<file path="src/rtl/i2c_write_master_if.sv">
// Request/status and open-drain line bundle between the configuration queue,
// the I2C write master and the HDMI transmitter pins.
interface i2c_write_master_if;
  logic       start;
  logic [6:0] address;
  logic [7:0] data_0;
  logic [7:0] data_1;
  logic       busy;
  logic       done;
  logic       ack_error;
  logic       scl_oe;
  logic       sda_oe;
  logic       sda_in;

  modport master (
    input  start, address, data_0, data_1, sda_in,
    output busy, done, ack_error, scl_oe, sda_oe
  );

  modport slave (
    output start, address, data_0, data_1, sda_in,
    input  busy, done, ack_error, scl_oe, sda_oe
  );
endinterface

</file>
<file path="src/rtl/i2c_write_master.sv">
// Single-transaction I2C write master: START, addr+W, data_0, data_1, STOP,
// four quarter-periods per bit, with sticky NACK reporting.
module i2c_write_master #(
  parameter int QDIV = 125
) (
  input  logic             clk,
  input  logic             rst,
  i2c_write_master_if.master bus
);

  localparam int QW = (QDIV > 1) ? $clog2(QDIV) : 1;

  typedef enum logic [2:0] {
    IDLE,
    START,
    BYTE,
    ACK,
    STOP
  } state_t;

  state_t       state;
  state_t       state_next;
  logic [QW-1:0] qcnt;
  logic [1:0]   quarter;
  logic [3:0]   bit_cnt;
  logic [1:0]   byte_idx;
  logic [7:0]   shreg;
  logic [7:0]   d0_q;
  logic [7:0]   d1_q;
  logic         ack_error_q;
  logic         done_q;
  logic         done_next;
  logic         scl_oe_c;
  logic         sda_oe_c;
  logic         tick;
  logic         last_q;

  assign tick   = (qcnt == QW'(QDIV - 1));
  assign last_q = tick && (quarter == 2'd3);

  always_ff @(posedge clk) begin
    if (rst) begin
      state  <= IDLE;
      done_q <= 1'b0;
    end else begin
      state  <= state_next;
      done_q <= done_next;
    end
  end

  // Quarter timing, shift register and NACK capture; the counter is held at
  // zero in IDLE so every transaction starts on a fresh quarter.
  always_ff @(posedge clk) begin
    if (rst) begin
      qcnt        <= '0;
      quarter     <= 2'd0;
      bit_cnt     <= 4'd0;
      byte_idx    <= 2'd0;
      shreg       <= 8'd0;
      d0_q        <= 8'd0;
      d1_q        <= 8'd0;
      ack_error_q <= 1'b0;
    end else if (state == IDLE) begin
      qcnt    <= '0;
      quarter <= 2'd0;
      if (bus.start) begin
        shreg       <= {bus.address, 1'b0};
        d0_q        <= bus.data_0;
        d1_q        <= bus.data_1;
        ack_error_q <= 1'b0;
        bit_cnt     <= 4'd0;
        byte_idx    <= 2'd0;
      end
    end else begin
      qcnt <= tick ? '0 : qcnt + 1'b1;
      if (tick) begin
        quarter <= quarter + 2'd1;
      end
      if ((state == ACK) && (quarter == 2'd2) && tick && bus.sda_in) begin
        ack_error_q <= 1'b1;
      end
      if (last_q && (state == BYTE)) begin
        bit_cnt <= (bit_cnt == 4'd7) ? 4'd0 : bit_cnt + 4'd1;
        shreg   <= {shreg[6:0], 1'b0};
      end
      if (last_q && (state == ACK)) begin
        byte_idx <= byte_idx + 2'd1;
        shreg    <= (byte_idx == 2'd0) ? d0_q : d1_q;
      end
    end
  end

  // Line pattern per quarter and state sequencing. A NACK recorded in q2 of
  // the ACK bit is already visible at the end of q3 and diverts to STOP.
  always_comb begin
    state_next = state;
    done_next  = 1'b0;
    scl_oe_c   = 1'b0;
    sda_oe_c   = 1'b0;
    case (state)
      IDLE: begin
        if (bus.start) begin
          state_next = START;
        end
      end
      START: begin
        sda_oe_c = quarter[1];
        if (last_q) begin
          state_next = BYTE;
        end
      end
      BYTE: begin
        scl_oe_c = ~quarter[1];
        sda_oe_c = ~shreg[7];
        if (last_q && (bit_cnt == 4'd7)) begin
          state_next = ACK;
        end
      end
      ACK: begin
        scl_oe_c = ~quarter[1];
        if (last_q) begin
          state_next = (ack_error_q || (byte_idx == 2'd2)) ? STOP : BYTE;
        end
      end
      STOP: begin
        scl_oe_c = (quarter == 2'd0);
        sda_oe_c = ~quarter[1];
        if (last_q) begin
          state_next = IDLE;
          done_next  = 1'b1;
        end
      end
      default: begin
        state_next = IDLE;
      end
    endcase
  end

  assign bus.busy      = (state != IDLE);
  assign bus.done      = done_q;
  assign bus.ack_error = ack_error_q;
  assign bus.scl_oe    = scl_oe_c;
  assign bus.sda_oe    = sda_oe_c;

endmodule

</file>
<file path="src/flat_wrapper.sv">
// flat-port wrapper written by rule: the top's interface ports become plain ports
module i2c_write_master_flat 
#(
  parameter int QDIV = 125
)
  (clk, rst, bus_start, bus_address, bus_data_0, bus_data_1, bus_sda_in, bus_busy, bus_done, bus_ack_error, bus_scl_oe, bus_sda_oe);
  i2c_write_master_if bus_i ();
  input  logic clk;
  input  logic rst;
  input wire logic [$bits(bus_i.start)-1:0] bus_start;
  input wire logic [$bits(bus_i.address)-1:0] bus_address;
  input wire logic [$bits(bus_i.data_0)-1:0] bus_data_0;
  input wire logic [$bits(bus_i.data_1)-1:0] bus_data_1;
  input wire logic [$bits(bus_i.sda_in)-1:0] bus_sda_in;
  output wire logic [$bits(bus_i.busy)-1:0] bus_busy;
  output wire logic [$bits(bus_i.done)-1:0] bus_done;
  output wire logic [$bits(bus_i.ack_error)-1:0] bus_ack_error;
  output wire logic [$bits(bus_i.scl_oe)-1:0] bus_scl_oe;
  output wire logic [$bits(bus_i.sda_oe)-1:0] bus_sda_oe;
  assign bus_i.start = bus_start;
  assign bus_i.address = bus_address;
  assign bus_i.data_0 = bus_data_0;
  assign bus_i.data_1 = bus_data_1;
  assign bus_i.sda_in = bus_sda_in;
  assign bus_busy = bus_i.busy;
  assign bus_done = bus_i.done;
  assign bus_ack_error = bus_i.ack_error;
  assign bus_scl_oe = bus_i.scl_oe;
  assign bus_sda_oe = bus_i.sda_oe;
  i2c_write_master #(.QDIV(QDIV)) u_core (.clk(clk), .rst(rst), .bus(bus_i));
endmodule
</file>
<file path="config.mk">
export PLATFORM = sky130hd
export DESIGN_NAME = i2c_write_master_flat
export DESIGN_NICKNAME = d
export VERILOG_FILES = /design/src/rtl/i2c_write_master_if.sv /design/src/rtl/i2c_write_master.sv /design/src/flat_wrapper.sv
export SDC_FILE = /design/constraint.sdc
export NUM_CORES = 1
export LEC_CHECK = 0
export CAP_MARGIN = 20
export CORE_MARGIN = 3
export CORE_UTILIZATION = 25
export DETAILED_ROUTE_END_ITERATION = 10
export HOLD_SLACK_MARGIN = 0.05
export PLACE_DENSITY = 0.5
export SYNTH_ARGS = -nofsm -noshare
export SYNTH_HDL_FRONTEND = slang
export SYNTH_SLANG_ARGS = --single-unit
</file>
<file path="constraint.sdc">
create_clock -name clk -period 2.2 [get_ports clk]
set_clock_uncertainty 0.05 [all_clocks]
set_input_delay 0.44 -clock clk [delete_from_list [all_inputs] [get_ports clk]]
set_output_delay 0.44 -clock clk [all_outputs]
set_load 0.05 [all_outputs]
</file>
# Word level (Yosys, flattened, before mapping)
# Index checks and enable logic that the tools add are counted.
[classes]
addsub = 4
eq_ne = 14
muxes = 25
n_bitwise = 3
reduce_logical = 26
[ops]
columns = ["operator", "n"]
rows = [
  ["$mux W8", 5],
  ["$mux W3", 6],
  ["$mux W4", 4],
  ["$pmux W3 S5", 1],
  ["$reduce_and A2 Y1", 5],
  ["$add A7 B1 Y7 const B", 1],
  ["$eq A7 B7 Y1 const B", 1],
  ["$logic_and A1 B1 Y1", 7],
  ["$eq A2 B2 Y1 const B", 3],
  ["$eq A3 B2 Y1 const B", 2],
  ["$mux W2", 3],
  ["$ne A2 B1 Y1 const B", 3],
  ["$reduce_bool A2 Y1", 3],
  ["$reduce_bool A3 Y1", 2],
  ["$reduce_or A2 Y1", 3],
  ["$reduce_and A5 Y1", 1],
  ["$add A2 B1 Y2 const B", 2],
  ["$add A4 B1 Y4 const B", 1],
  ["$eq A4 B3 Y1 const B", 1],
  ["$logic_not A2 Y1", 2],
  ["$mux W1", 4],
  ["$ne A2 B2 Y1 const B", 2],
  ["$eq A3 B1 Y1 const B", 1],
  ["$eq A3 B3 Y1 const B", 1],
  ["6 further kinds", 8],
]
[totals]
regBits = 44
inputBits = 27

# Depth between registers and ports, before layout
# Gate-level depths: netlist of the first run.
[logic_depth]
depth_word = 6
depth_mapped = 7
depth_no_buf = 6

# Least setup slack after synthesis of the first run
# OpenSTA, ideal clock, no wires.
[synth_path]
path_type = "register to output"
from = "reg u_core.state[1]"
to = "out bus_scl_oe"
arrival_time_ns = 1.594
path_slack_ns = 0.116
stages_incl_launch_ff = 4
path_buffers = 1
path_cell_list = "dfxtp_1 > buf_2 > nand2_1 > o21ai_0"
[synth_between]
elab_chain_len = 3
elab_cells_between_ends = 5
classes_between = "3 x eq/ne; 1 x mux; 1 x reduce/logical"
[synth_rtl]
columns = ["item", "line_no", "rtl"]
rows = [
  ["from (decl)", "i2c_write_master.sv:21", "state_t state;"],
  ["from (signal assigned)", "i2c_write_master.sv:46", "state <= state_next;"],
  ["$eq A3 B2 Y1", "i2c_write_master.sv:100", "case (state)"],
  ["$reduce_or A2 Y1 (no line)", "n/a", ""],
  ["$pmux W1 S2 (*)", "i2c_write_master.sv:100", ""],
  ["to (decl)", "flat_wrapper.sv:18", "output wire logic [$bits(bus_i.scl_oe)-1:0] bus_scl_oe;"],
]
# Every way passes the cells marked *; elsewhere a longest branch is shown, timed or not.

# Worst setup path in the final report of the first run
[layout_path]
from = "reg u_core.state[2]"
to = "out bus_busy"
[layout_between]
elab_chain_len = 1
[layout_rtl]
columns = ["item", "line_no", "rtl"]
rows = [
  ["$reduce_bool A3 Y1", "i2c_write_master.sv:139", "assign bus.busy = (state != IDLE);"],
  ["to (decl)", "flat_wrapper.sv:15", "output wire logic [$bits(bus_i.busy)-1:0] bus_busy;"],
]
# Every way passes these cells.

==> impl_results.md, run 1 <==
- Clk pwr share: 37.3%
- Hold Path Class: register to register
- Hold_buf cts: 0
- Final ANT Viol Nets: 0
- Sequential power share: 49.4%
- DP HPWL: 3.53 mm
- Max-slew violation count: 0
- Cell Area, Synth: 2150 sq um
- Critical path peak fanout: 12
- 1st-iter DRT viols: 68
- TritonCTS clock tree: yes
- Antenna fix cells: 0
- Row count: 33
- Clock Sinks: 44
- Net Switching: 0.438 mW
- Synth Instances: 254
- First-pass GRT wire length: 8.34 mm
- Synth Register Bits: 44
- Uppermost layer routed: met4
- Yosys warns: 0
- DIE AREA: 9730 sq um
- Multiplexer area fraction after synthesis: 6.12%
- WP data required: 1.71 ns
- Final setup viols: 0
- Post-synth top area share: 41.0%
- Synth area leaders: dfxtp_1, nand2_1, mux2i_1
- Kind of critical path: register to primary output
- Int Pwr: 1.29 mW
- Fraction of registers with async set/reset: 0%
- Pin count of the biggest net entering global routing: 38
- Peak supply drop: 0.265 mV
- Sw Share: 25.4%
- Yosys cell types: 44
- Adder-cell share of the synthesized area: 4.66%
- Post-DP Area: 2630 sq um
- Post-Syn Nets: 289
- First-pass detailed-route iteration total: 4
- Clock slew at reported path FFs: 0.09 ns
- Met1 WL: 2.67 mm
- Post-Synth XOR/XNOR Area: 2.45%
- Met3 Wirelength: 147 um
- Tcrit/Tclk final: 92.9%
- Area leader, netlist: dfxtp_1
- Post-Synth Simple-Gate Area: 25.5%
- CTS Buf Count: 5
- Drt drc: 0
- GRT overflow: 0
- Nets: 322
- Commonest cells in the netlist: dfxtp_1, nand2_1, nor2_1, a21oi_1, nand3_1
- Io pins: 32
- EDFF count, synth: 0
- Max cap viols: 0
- CTS HTree Levels: 2
- Pwr dens: 629 nW/um^2
- Placer Congestion: 0.775
- DR WL met2: 2.08 mm
- Routed wire length: 4.94 mm
- Combinational share of power: 13.4%
- Post-route cell area: 2740 sq um
- Routed WL per cell: 12.6 um
- Vias: 1,776
- Period minus WS final: 2.04 ns
- Layout area overhead: 27.9%
- Slew @ Worst Pin: 0.498 ns
- Fmax achieved: 489 MHz
- WP data arrival: 1.55 ns
- Die H: 98.6 um
- Outcome: finished clean
- Initial antenna violation count: 0
- PortBufs: 31
- Avg Inst Size Synth: 8.45 sq um
- Vias in the first global route: 1,740
- Fraction of layout cells with a size suffix above 1: 11.1%
- Element type at the critical path start: register
- Worst Setup End Kind: primary output
- Count leader, synth: dfxtp_1
- Clock buffer depth: 2
- P_leak: 1.03 nW
- Core box area: 8260 sq um
- Register area share after synthesis: 41.0%
- Final TNS setup: 0 ns
- Compound-cell area share of the yosys netlist: 14.2%
- Setup Buffers After CTS: 0
- Largest family of logic cells by synthesized area: simple AND/OR/NAND/NOR gates
- Vias per cell: 4.52
- Total GRT Usage: 10.4%
- Initial Util: 26.0%
- Cts repair resizes: 0
- CTS root buf: clkbuf_8
- Worst-skew pair later-pin latency: 0.30 ns
- Final hold violation count: 0
- Main synth FF type: dfxtp_1
- Die W: 98.6 um
- RSZ-0062 raised after global routing: no
- Fillers: 889
- Slew HR: 66.7%
-- logic make-up (layout without fill, tap and decap cells) --
group,after synthesis,count (layout)
DFF,44,44
adders and majority gates,8,8
AOI/OAI and AO/OA,46,46
buffers and inverters,27,61
and+or+nand+nor,110,110
muxes,13,13
xor gates and xnor gates,6,6
-- per-layer routing --
metal | up-vias | global-route usage [%]
met1 | 805 | 15.1
met4 | 0 | 2.84
met5 | - | 0
met3 | 2 | 2.41
li1 | 941 | -
met2 | 28 | 15.5
-- metrics by stage --
| step | power [mW] | worst slack [ns] | utilization [%] | hold slack (ns) | cells |
|---|---|---|---|---|---|
| finish | 1.72 | 0.155 | 33.2 | 0.408 | 393 |
| global route | 1.81 | 0.0110 | 33.2 | 0.434 | 393 |
| CTS | 1.75 | 0.115 | 33.2 | 0.411 | 393 |
| detailed placement | 1.10 | 0.158 | 31.8 | 0.398 | 385 |
| global placement | 1.10 | 0.200 | 31.8 | 0.392 | 385 |
| floorplan | 1.00 | 0.116 | - | 0.380 | 254 |
-- registers in the layout, indices dropped and copies added (netlist names) --
signal,count
u_core.bus.ack_error,1
u_core.byte_idx,2
u_core.qcnt,7
u_core.bus.done,1
u_core.state,3
u_core.quarter,2
u_core.d0_q,8
u_core.d1_q,8
u_core.bit_cnt,4
u_core.shreg,8
-- cell type report --
type | instances | area, sq um | share of cell area (%)
Multi-Input combinational cell | 183 | 1150 | 41.9
Sequential cell | 44 | 881 | 32.1
Timing Repair Buffer | 43 | 430 | 15.7
Tap cell | 105 | 131 | 4.79
Clock buffer | 5 | 68.8 | 2.51
Clock inverter | 3 | 46.3 | 1.69
Inverter | 10 | 37.5 | 1.37
-- critical path, stage by stage (launching register included) --
cell and delay (ns):
dfxtp_1 0.46, nor3_2 0.30, buf_4 0.22, clkinv_1 0.10, buf_4 0.19
-- cell usage in the layout (no fill, tap or decap), types with 3 or more instances in the layout --
cell / instances
buf_12: 3
buf_4: 12
clkdlybuf4s50_1: 28
nor2_1: 28
nand3_1: 14
nand2_1: 37
a21oi_1: 20
a21boi_1: 6
clkbuf_8: 5
o21ai_0: 3
ha_1: 8
nor3_1: 5
xor2_1: 3
xnor2_1: 3
a311oi_1: 7
mux2i_1: 12
and3_1: 3
dfxtp_1: 44
inv_1: 9
or3_1: 8
-- power groups by stage --
stage	combinational, mW	clock [mW]	sequential, mW
finish	0.230	0.643	0.852
global route	0.256	0.694	0.858
CTS	0.234	0.665	0.852
detailed placement	0.233	0	0.871
global placement	0.231	0	0.870
floorplan	0.139	0	0.863
-- path summary, 6_finish.rpt --
path / from / endpoint / slack (ns) / depth (start not counted)
min reg2reg: u_core.d1_q[7] / u_core.d1_q[7] / 0.41 / 2
min: u_core.d1_q[7] / u_core.d1_q[7] / 0.41 / 2
max reg2reg: u_core.qcnt[0] / u_core.shreg[7] / 0.18 / 6
max: u_core.state[2] / bus_busy / 0.16 / 4
No activity file was read; power rests on OpenSTA's default activity.
==> run 2: changes to the inputs <==
--- a/config.mk
+++ b/config.mk
@@ -5,6 +5,7 @@
 export SDC_FILE = /design/constraint.sdc
 export NUM_CORES = 1
 export LEC_CHECK = 0
+export ABC_CLOCK_PERIOD_IN_PS = 2200
 export CAP_MARGIN = 20
 export CORE_MARGIN = 3
 export CORE_UTILIZATION = 25
==> results of run 2 <==
Final layout, timing and power as in run 1 (identical DEF).
==> run 3: changes to the inputs <==
--- a/config.mk
+++ b/config.mk
@@ -8,10 +8,10 @@
 export ABC_CLOCK_PERIOD_IN_PS = 2200
 export CAP_MARGIN = 20
 export CORE_MARGIN = 3
-export CORE_UTILIZATION = 25
+export CORE_UTILIZATION = 40
 export DETAILED_ROUTE_END_ITERATION = 10
 export HOLD_SLACK_MARGIN = 0.05
-export PLACE_DENSITY = 0.5
+export PLACE_DENSITY = 0.69
 export SYNTH_ARGS = -nofsm -noshare
 export SYNTH_HDL_FRONTEND = slang
 export SYNTH_SLANG_ARGS = --single-unit
==> run 3 against run 2 <==
Clock-buffer cell count unchanged. Combinational power decreased by 4%. Die area fell by 35%. Via count increased by 0.90%. Maximum frequency grew 0.93%. Largest cell class unchanged.
==> impl_results.md, run 3 (synthesized netlist as in run 1, its figures left out) <==
- Outcome: finished clean
- Die W: 79.2 um (-20%)
- CP Depth: 3 (-1)
- Final setup viols: 0 (unchanged)
- Worst hold path depth: 2 (unchanged)
- Layout area overhead: 22.8%
- Pwr dens: 597 nW/um^2 (-5.0%)
- CP top delay family: buffers and inverters
- Peak supply drop: 0.250 mV (-5.6%)
- Initial antenna violation count: 0 (unchanged)
- Max-slew violation count: 0 (unchanged)
- WP data required: 1.71 ns (about the same)
- Most frequent cells in the layout: dfxtp_1, nand2_1, nor2_1, clkdlybuf4s50_1, a21oi_1
- DP HPWL: 3.20 mm (-9.4%)
- Hold Path Class: register to register
- Slew HR: 66.8% (+0.14 points)
- Period minus WS final: 2.03 ns (-0.0189 ns)
- Worst-skew pair later-pin latency: 0.30 ns (about the same)
- Drt drc: 0 (unchanged)
- GRT overflow: 0 (unchanged)
- TritonCTS clock tree: yes
- Initial Util: 41.7% (+16 points)
- Clock Sinks: 44 (unchanged)
- Total GRT Usage: 16.0% (+5.6 points)
- Crit path largest cell delay: 0.46 ns (about the same)
- Crit-path cells: nor3_2, clkinv_1, buf_4
- Pin count of the biggest net entering global routing: 38 (unchanged)
- Final ANT Viol Nets: 0 (unchanged)
- P_leak: 1.00 nW (-3.0%)
- Setup Buffers After CTS: 0 (unchanged)
- Clock slew at reported path FFs: 0.09 ns (about the same)
- Hold_buf cts: 0 (unchanged)
- Worst Path Buf+Inv: 2 (-1)
- Worst Setup End Kind: primary output
- Kind of critical path: register to primary output
- CTS Buf Count: 5 (unchanged)
- Routed wire length: 4.60 mm (-6.9%)
- Core box area: 5140 sq um (-38%)
- Fraction of layout cells with a size suffix above 1: 9.54% (-1.6 points)
- Final TNS setup: 0 ns (unchanged)
- Placer Congestion: 0.806 (+4.0%)
- 1st-iter DRT viols: 110 (+62%)
- Nets: 317 (-1.6%)
- Fmax achieved: 494 MHz (+0.93%)
- Top Registers: u_core.d0_q x8, u_core.d1_q x8, u_core.shreg x8
- Slowest-stage cell, CP: dfxtp_1
- Tcrit/Tclk final: 92.1% (-0.86 points)
- Most common cell after layout, fill and taps aside: dfxtp_1
- Io pins: 32 (unchanged)
- Vias per cell: 5.08 (+12%)
- Element type at the critical path start: register
- Tot Pwr: 1.57 mW (-8.8%)
- Vias: 1,792 (+0.90%)
- Die H: 79.2 um (-20%)
- Critical path peak fanout: 10 (-2)
- Final hold violation count: 0 (unchanged)
- Cts repair resizes: 0 (unchanged)
- PortBufs: 31 (unchanged)
- CTS HTree Levels: 2 (unchanged)
- Antenna fix cells: 0 (unchanged)
- Vias in the first global route: 1,675 (-3.7%)
- Worst R2R Path Depth: 5 (-1)
- First-pass detailed-route iteration total: 5 (+1)
- First-pass GRT wire length: 7.90 mm (-5.2%)
- Routed WL per cell: 13.0 um (+3.7%)
- Row count: 26 (-21%)
- Worst hold slack: 0.408 ns (-0.0000320 ns)
- Clock buffer depth: 2 (unchanged)
- WP data arrival: 1.54 ns (about the same)
- Max cap viols: 0 (unchanged)
- DIE AREA: 6280 sq um (-35%)
- CTS root buf: clkbuf_8
- Slew @ Worst Pin: 0.496 ns (-0.00203 ns)
- RSZ-0062 raised after global routing: no
[run 3: cell count changes in the layout (fill, tap and decap cells not counted)]
cell	before	now
buf_4	12	7
bufinv_16	1	0
clkinv_2	0	2
clkinv_4	0	1
clkinvlp_4	1	0
inv_6	1	0
[run 3: final timing paths]
kind	start	endpoint	slack, ns
worst min-delay path	u_core.d1_q[0]	u_core.d1_q[0]	0.41
worst min register to register	u_core.d1_q[0]	u_core.d1_q[0]	0.41
worst max register to register	u_core.quarter[1]	u_core.shreg[4]	0.24
worst max-delay path	u_core.state[2]	bus_busy	0.17
[run 3: area by class of cell]
type / instances / area, sq um
Timing Repair Buffer: 38 / 393
Inverter: 10 / 37.5
Tap cell: 70 / 87.6
Multi-Input combinational cell: 183 / 1150
Sequential cell: 44 / 881
Clock inverter: 3 / 18.8
Fill cell: 530 / 2500
Clock buffer: 5 / 68.8
[run 3: power by group]
part           switching [mW]  internal, mW
Clock                   0.280         0.221
Combinational           0.115         0.106
Sequential             0.0186         0.832
Total                   0.414          1.16
[run 3: per-layer routing]
| layer | vias up | track usage [%] | share of wire (%) |
|---|---|---|---|
| li1 | 932 | - | - |
| met1 | 814 | 21.5 | 47 |
| met2 | 44 | 25.0 | 47 |
| met3 | 2 | 3.40 | 5.0 |
| met4 | 0 | 6.19 | 0.80 |
| met5 | - | 0 | 0 |
[run 3: tightest hold or removal path: cells and delay by family (launching register included)]
kind	cells	cell delay, ns
flip-flops	1	0.32
AND/OR/NAND/NOR	1	0.05
AO/OA/AOI/OAI	1	0.05
[run 3: metrics by stage]
step / area, sq um / cells / setup slack, ns / util, %
2_1_floorplan: 2150 / 254 / 0.116 / -
3_3_place_gp: 2550 / 345 / 0.242 / 49.6
3_5_place_dp: 2550 / 345 / 0.222 / 49.6
4_1_cts: 2640 / 353 / 0.155 / 51.3
5_1_grt: 2640 / 353 / 0.00679 / 51.3
6_report: 2640 / 353 / 0.174 / 51.3
==> RTL edit 1: new RTL, config.mk and constraints of run 3 <==
Encoding of `state_t`: now one-hot (5 bits for 5 states).
--- a/src/rtl/i2c_write_master.sv
+++ b/src/rtl/i2c_write_master.sv
@@ -12,8 +12,8 @@
 
-  typedef enum logic [2:0] {
-    IDLE,
-    START,
-    BYTE,
-    ACK,
-    STOP
+  typedef enum logic [4:0] {
+    IDLE  = 5'b00001,
+    START = 5'b00010,
+    BYTE  = 5'b00100,
+    ACK   = 5'b01000,
+    STOP  = 5'b10000
   } state_t;
Formal check against the unedited RTL: no difference found for any inputs over 10 cycles, from zero or initial values and one cycle with rst high; not proved beyond that.
==> RTL edit 1 against run 3 <==
  * Routed wire length rose by 9.8%
  * Sequential cell count rose by 2
  * Cell area rose by 9.0%
  * Maximum frequency fell by 4.5%
  * Total power rose by 14%
  * Count of clock-buffer cells in the layout did not move
  * Synthesized area rose by 8.9%
  * Worst hold slack barely moved
  * Worst setup slack got worse by 0.096 ns
  * Via count rose by 14%
  * Largest power group unchanged
==> RTL edit 1: results <==
{
  "n_antenna_cell": 0,
  "crit_slowest_cell": "or3b_4",
  "final_layout_size_suffix_gt1_share_pct": 12.3,
  "first_pass_iters": 4,
  "ys_top_cells_by_area": "dfxtp_1, nand2_1, a21oi_1, nor2_1, ha_1",
  "grt_pass1_wl_mm": 8.52,
  "routed-via-count": 2049,
  "yosysMostFrequentCell": "dfxtp_1",
  "slowest_delay_ns": 0.43,
  "largestRegisters": "u_core.d0_q x8, u_core.d1_q x8, u_core.shreg x8",
  "ys_types": 47,
  "cts_made_buffers": 5,
  "grt_pass1_vias": 1912,
  "crit_family": "simple AND/OR/NAND/NOR gates",
  "status": "completed",
  "ys_warn_count": 0,
  "grt_util_all_layers_pct": 16.0,
  "grt_max_degree": 37,
  "seq_area_frac_synth_pct": 39.4,
  "peakVddDrop_uv": 338,
  "wl_per_cell_microns": 13.0,
  "synthTopCellsByCount": "dfxtp_1, nand2_1, nor2_1",
  "htree_levels": 2,
  "relSlewSlack_pct": 66.1,
  "grt_antenna_before_repair": 0,
  "gp_congestion": 0.877,
  "hold_path.class": "reg2reg",
  "io_buffers": 31,
  "syn_nets": 320,
  "worst-path-max-fanout": 14,
  "power.leakage_nw": 1.06,
  "nets": 351,
  "place_hpwl_mm": 3.68,
  "p_int_w": 0.00126,
  "multi_input_area_sq_mm": 0.00131,
  "dp_slack_ns": 0.205,
  "fillers": 563,
  "synth.top_cell.area_share_pct": 39.4,
  "crit_arrival_ns": 1.63,
  "cts-root-buf": "clkbuf_8",
  "dr.first_iter.drc_count": 82,
  "place_area_sq_mm": 0.00276
}
## RTL edit 1: cell count changes in the layout (fill, tap and decap cells not counted), sizes merged, moves of 4 or more
cell    before  now
a211oi       0    8
a21boi       7    0
a21oi       20   27
a311oi       7    0
buf         10   15
nand2       38   43
nor4b        1    5
o211ai       1    7
o21ai        3   10
## RTL edit 1: power by group through the flow
stage	Combinational, W	Clock [W]	Sequential [W]
after floorplan	0.000226	0	0.000923
after global placement	0.000333	0	0.000933
after detailed placement	0.000338	0	0.000935
after CTS	0.000343	0.000550	0.000916
after global routing	0.000384	0.000590	0.000922
final	0.000344	0.000530	0.000915
## RTL edit 1: cells by family after synthesis
family / Yosys count / synth area share (%)
xor gates and xnor gates: 8 / 3.00
AOI/OAI and AO/OA: 63 / 17.2
and+or+nand+nor: 122 / 26.6
muxes: 10 / 4.34
DFF: 46 / 39.4
adders and majority gates: 8 / 4.29
buffers and inverters: 28 / 5.14
## RTL edit 1: worst paths after layout
path | start | end | slack [ns] | cells after the start
worst min register to register | u_core.d0_q[0] | u_core.d0_q[0] | 0.41 | 2
worst min-delay path | u_core.d0_q[0] | u_core.d0_q[0] | 0.41 | 2
worst max-delay path | u_core.state[4] | bus_scl_oe | 0.08 | 4
worst max register to register | u_core.state[1] | u_core.shreg[5] | 0.24 | 5
## RTL edit 1: timing repair
item,in CTS,in global routing
gates cloned,0,0
setup endpoints to repair,3,2
pin swaps,0,1
hold buffers,0,0
resized for setup,3,3
setup buffers,0,1
## RTL edit 1: area by class of cell
cell class,count,share of cell area [%]
Sequential cell,46,32.3
Clock buffer,5,2.40
Tap cell,72,3.14
Inverter,9,1.18
Timing Repair Buffer,43,14.5
Clock inverter,3,0.871
Multi-Input combinational cell,211,45.6
## RTL edit 1: tightest hold or removal path: cells and delay by family (launching register included)
kind / cells / cell delay [ns]
AOI/OAI and AO/OA: 1 / 0.05
and+or+nand+nor: 1 / 0.05
DFF: 1 / 0.32
## RTL edit 1: per-stage QoR
stage	hold WS [ns]	cells
floorplan	0.380	285
global placement	0.392	380
detailed placement	0.398	380
CTS	0.411	388
global route	0.426	389
finish	0.408	389
## RTL edit 1: routing by layer
layer | share of wire, % | global-route usage (%) | wire, microns
met1 | 47 | 20.7 | 2360
met2 | 47 | 26.6 | 2390
met3 | 4.6 | 3.58 | 233
met4 | 1.3 | 4.65 | 67
met5 | 0 | 0 | 0
==> RTL edit 2: new RTL, settings of run 3 <==
Without the edit above. `QDIV` is set to 125 in 2 places; all go to 250.
--- a/src/rtl/i2c_write_master.sv
+++ b/src/rtl/i2c_write_master.sv
@@ -3,3 +3,3 @@
 module i2c_write_master #(
-  parameter int QDIV = 125
+  parameter int QDIV = 250
 ) (
--- a/src/flat_wrapper.sv
+++ b/src/flat_wrapper.sv
@@ -3,3 +3,3 @@
 #(
-  parameter int QDIV = 125
+  parameter int QDIV = 250
 )
Behaviour: no difference found for any inputs over 10 cycles, from zero or initial values and one cycle with rst high; that may be too few to reach the edited logic, so the function may still have changed.
==> RTL edit 2 against run 3 <==
  * Worst hold slack lost 0.0032 ns
  * Worst setup slack got worse by 0.035 ns
  * Largest cell class unchanged
  * Non-clock buffer count unchanged
  * Routed wire length grew 8.7%
  * Via count rose by 8.3%
  * First-iteration DRC count down 0.91%
  * Cell area rose by 5.2%
  * Critical path type is now reg2reg
  * Synthesized area is 7.5% higher
  * Cell count grew 5.4%
  * Total power rose by 11%
  * Sequential cell count increased by 1
  * Highest routed layer unchanged
==> RTL edit 2: results <==
{
  "ys_types": 43,
  "ys_top_cells_by_area": "dfxtp_1, nand2_1, a21oi_1, mux2_2, ha_1",
  "hold_path.class": "reg2reg",
  "final_layout_size_suffix_gt1_share_pct": 13.0,
  "min_from": "u_core.d1_q[0]",
  "status": "completed",
  "synth_flop_cell": "dfxtp_1",
  "synthTopCellsByCount": "nand2_1, dfxtp_1, a21oi_1",
  "peakVddDrop_uv": 681,
  "gp_congestion": 0.835,
  "syn_avg_cell_area_sq_um": 8.45,
  "grt_pass1_wl_mm": 8.51,
  "place_hpwl_mm": 3.65,
  "grt_max_degree": 30,
  "power.leakage_nw": 0.980,
  "nets": 334,
  "place_inst": 364,
  "ctsResizeCount": 0,
  "m1WireLength_mm": 2.26,
  "wl_met2_mm": 2.51,
  "ys_warn_count": 0,
  "dp_slack_ns": 0.0334,
  "top_layer_used": "met4",
  "worst-path-max-fanout": 13,
  "worstMarginPinSlew_ns": 0.565,
  "critPathLaunch": "u_core.quarter[1]",
  "routed-via-count": 1940,
  "seq_area_frac_synth_pct": 39.1,
  "vias_per_cell": 5.22,
  "dr.first_iter.drc_count": 109,
  "clock_path_buffers": 2,
  "met3_length_microns": 201,
  "syn_nets": 308,
  "crit_arrival_ns": 2.21,
  "p_switching_w": 0.000414,
  "crit_family": "simple AND/OR/NAND/NOR gates",
  "first_pass_iters": 4,
  "io_buffers": 31,
  "grt_antenna_before_repair": 0,
  "drt_wl_total_mm": 5.00,
  "grt_util_all_layers_pct": 16.2,
  "htree_levels": 2
}
RTL edit 2: cell count changes after synthesis, sizes merged, moves of 2 or more:
cell and change:
nand4 +5, nand3 -2, and2 +2, a2111oi +2
mux2i -10, mux2 +13, or3 -3, clkbuf +2
nand2 +18, nor2 -6, o31ai +2, a21boi -7
a21oi +6
RTL edit 2: cell families (layout without fill, tap and decap cells):
logic type / Yosys count / count (layout) / share of synthesized area, %
buf+inv: 28 / 55 / 6.89
simple gates: 124 / 124 / 25.4
compound gates: 45 / 45 / 13.6
fa+ha+maj: 8 / 8 / 4.34
mux: 16 / 16 / 8.03
xor+xnor: 7 / 7 / 2.66
flops: 45 / 45 / 39.1
RTL edit 2: final timing paths:
| kind | endpoint | slack, ns | cells after the start |
|---|---|---|---|
| worst max-delay path | u_core.shreg[1] | 0.14 | 5 |
| worst min-delay path | u_core.d1_q[0] | 0.40 | 2 |
| worst max register to register | u_core.shreg[1] | 0.14 | 5 |
| worst min register to register | u_core.d1_q[0] | 0.40 | 2 |
RTL edit 2: per-stage QoR:
step | power [W] | cell area (sq um)
after floorplan | 0.00104 | 2310
after global placement | 0.00112 | 2660
after detailed placement | 0.00112 | 2660
after CTS | 0.00177 | 2770
after global routing | 0.00183 | 2770
final | 0.00174 | 2770
RTL edit 2: power groups by stage:
stage	Combinational, W	Clock (W)	Sequential, W
finish	0.000233	0.000644	0.000867
global route	0.000259	0.000700	0.000873
CTS	0.000235	0.000664	0.000868
detailed placement	0.000235	0	0.000886
global placement	0.000230	0	0.000886
floorplan	0.000159	0	0.000881
RTL edit 2: cell type report:
class | instances | area [sq um]
Multi-Input combinational cell | 200 | 1250
Tap cell | 72 | 90.1
Inverter | 9 | 33.8
Sequential cell | 45 | 901
Fill cell | 555 | 2770
Clock buffer | 7 | 86.3
Clock inverter | 1 | 30.0
Timing Repair Buffer | 38 | 380
RTL edit 2: worst min-delay path: cells and delay by family (launching register included):
| kind | cells | cell delay (ns) |
|---|---|---|
| AO/OA/AOI/OAI | 1 | 0.05 |
| flip-flops | 1 | 0.31 |
| AND/OR/NAND/NOR | 1 | 0.05 |
RTL edit 2: metal layers:
metal	track usage (%)	vias up
met2	29.1	25
li1	-	996
met5	0	-
met4	3.49	0
met1	19.6	917
met3	3.51	2
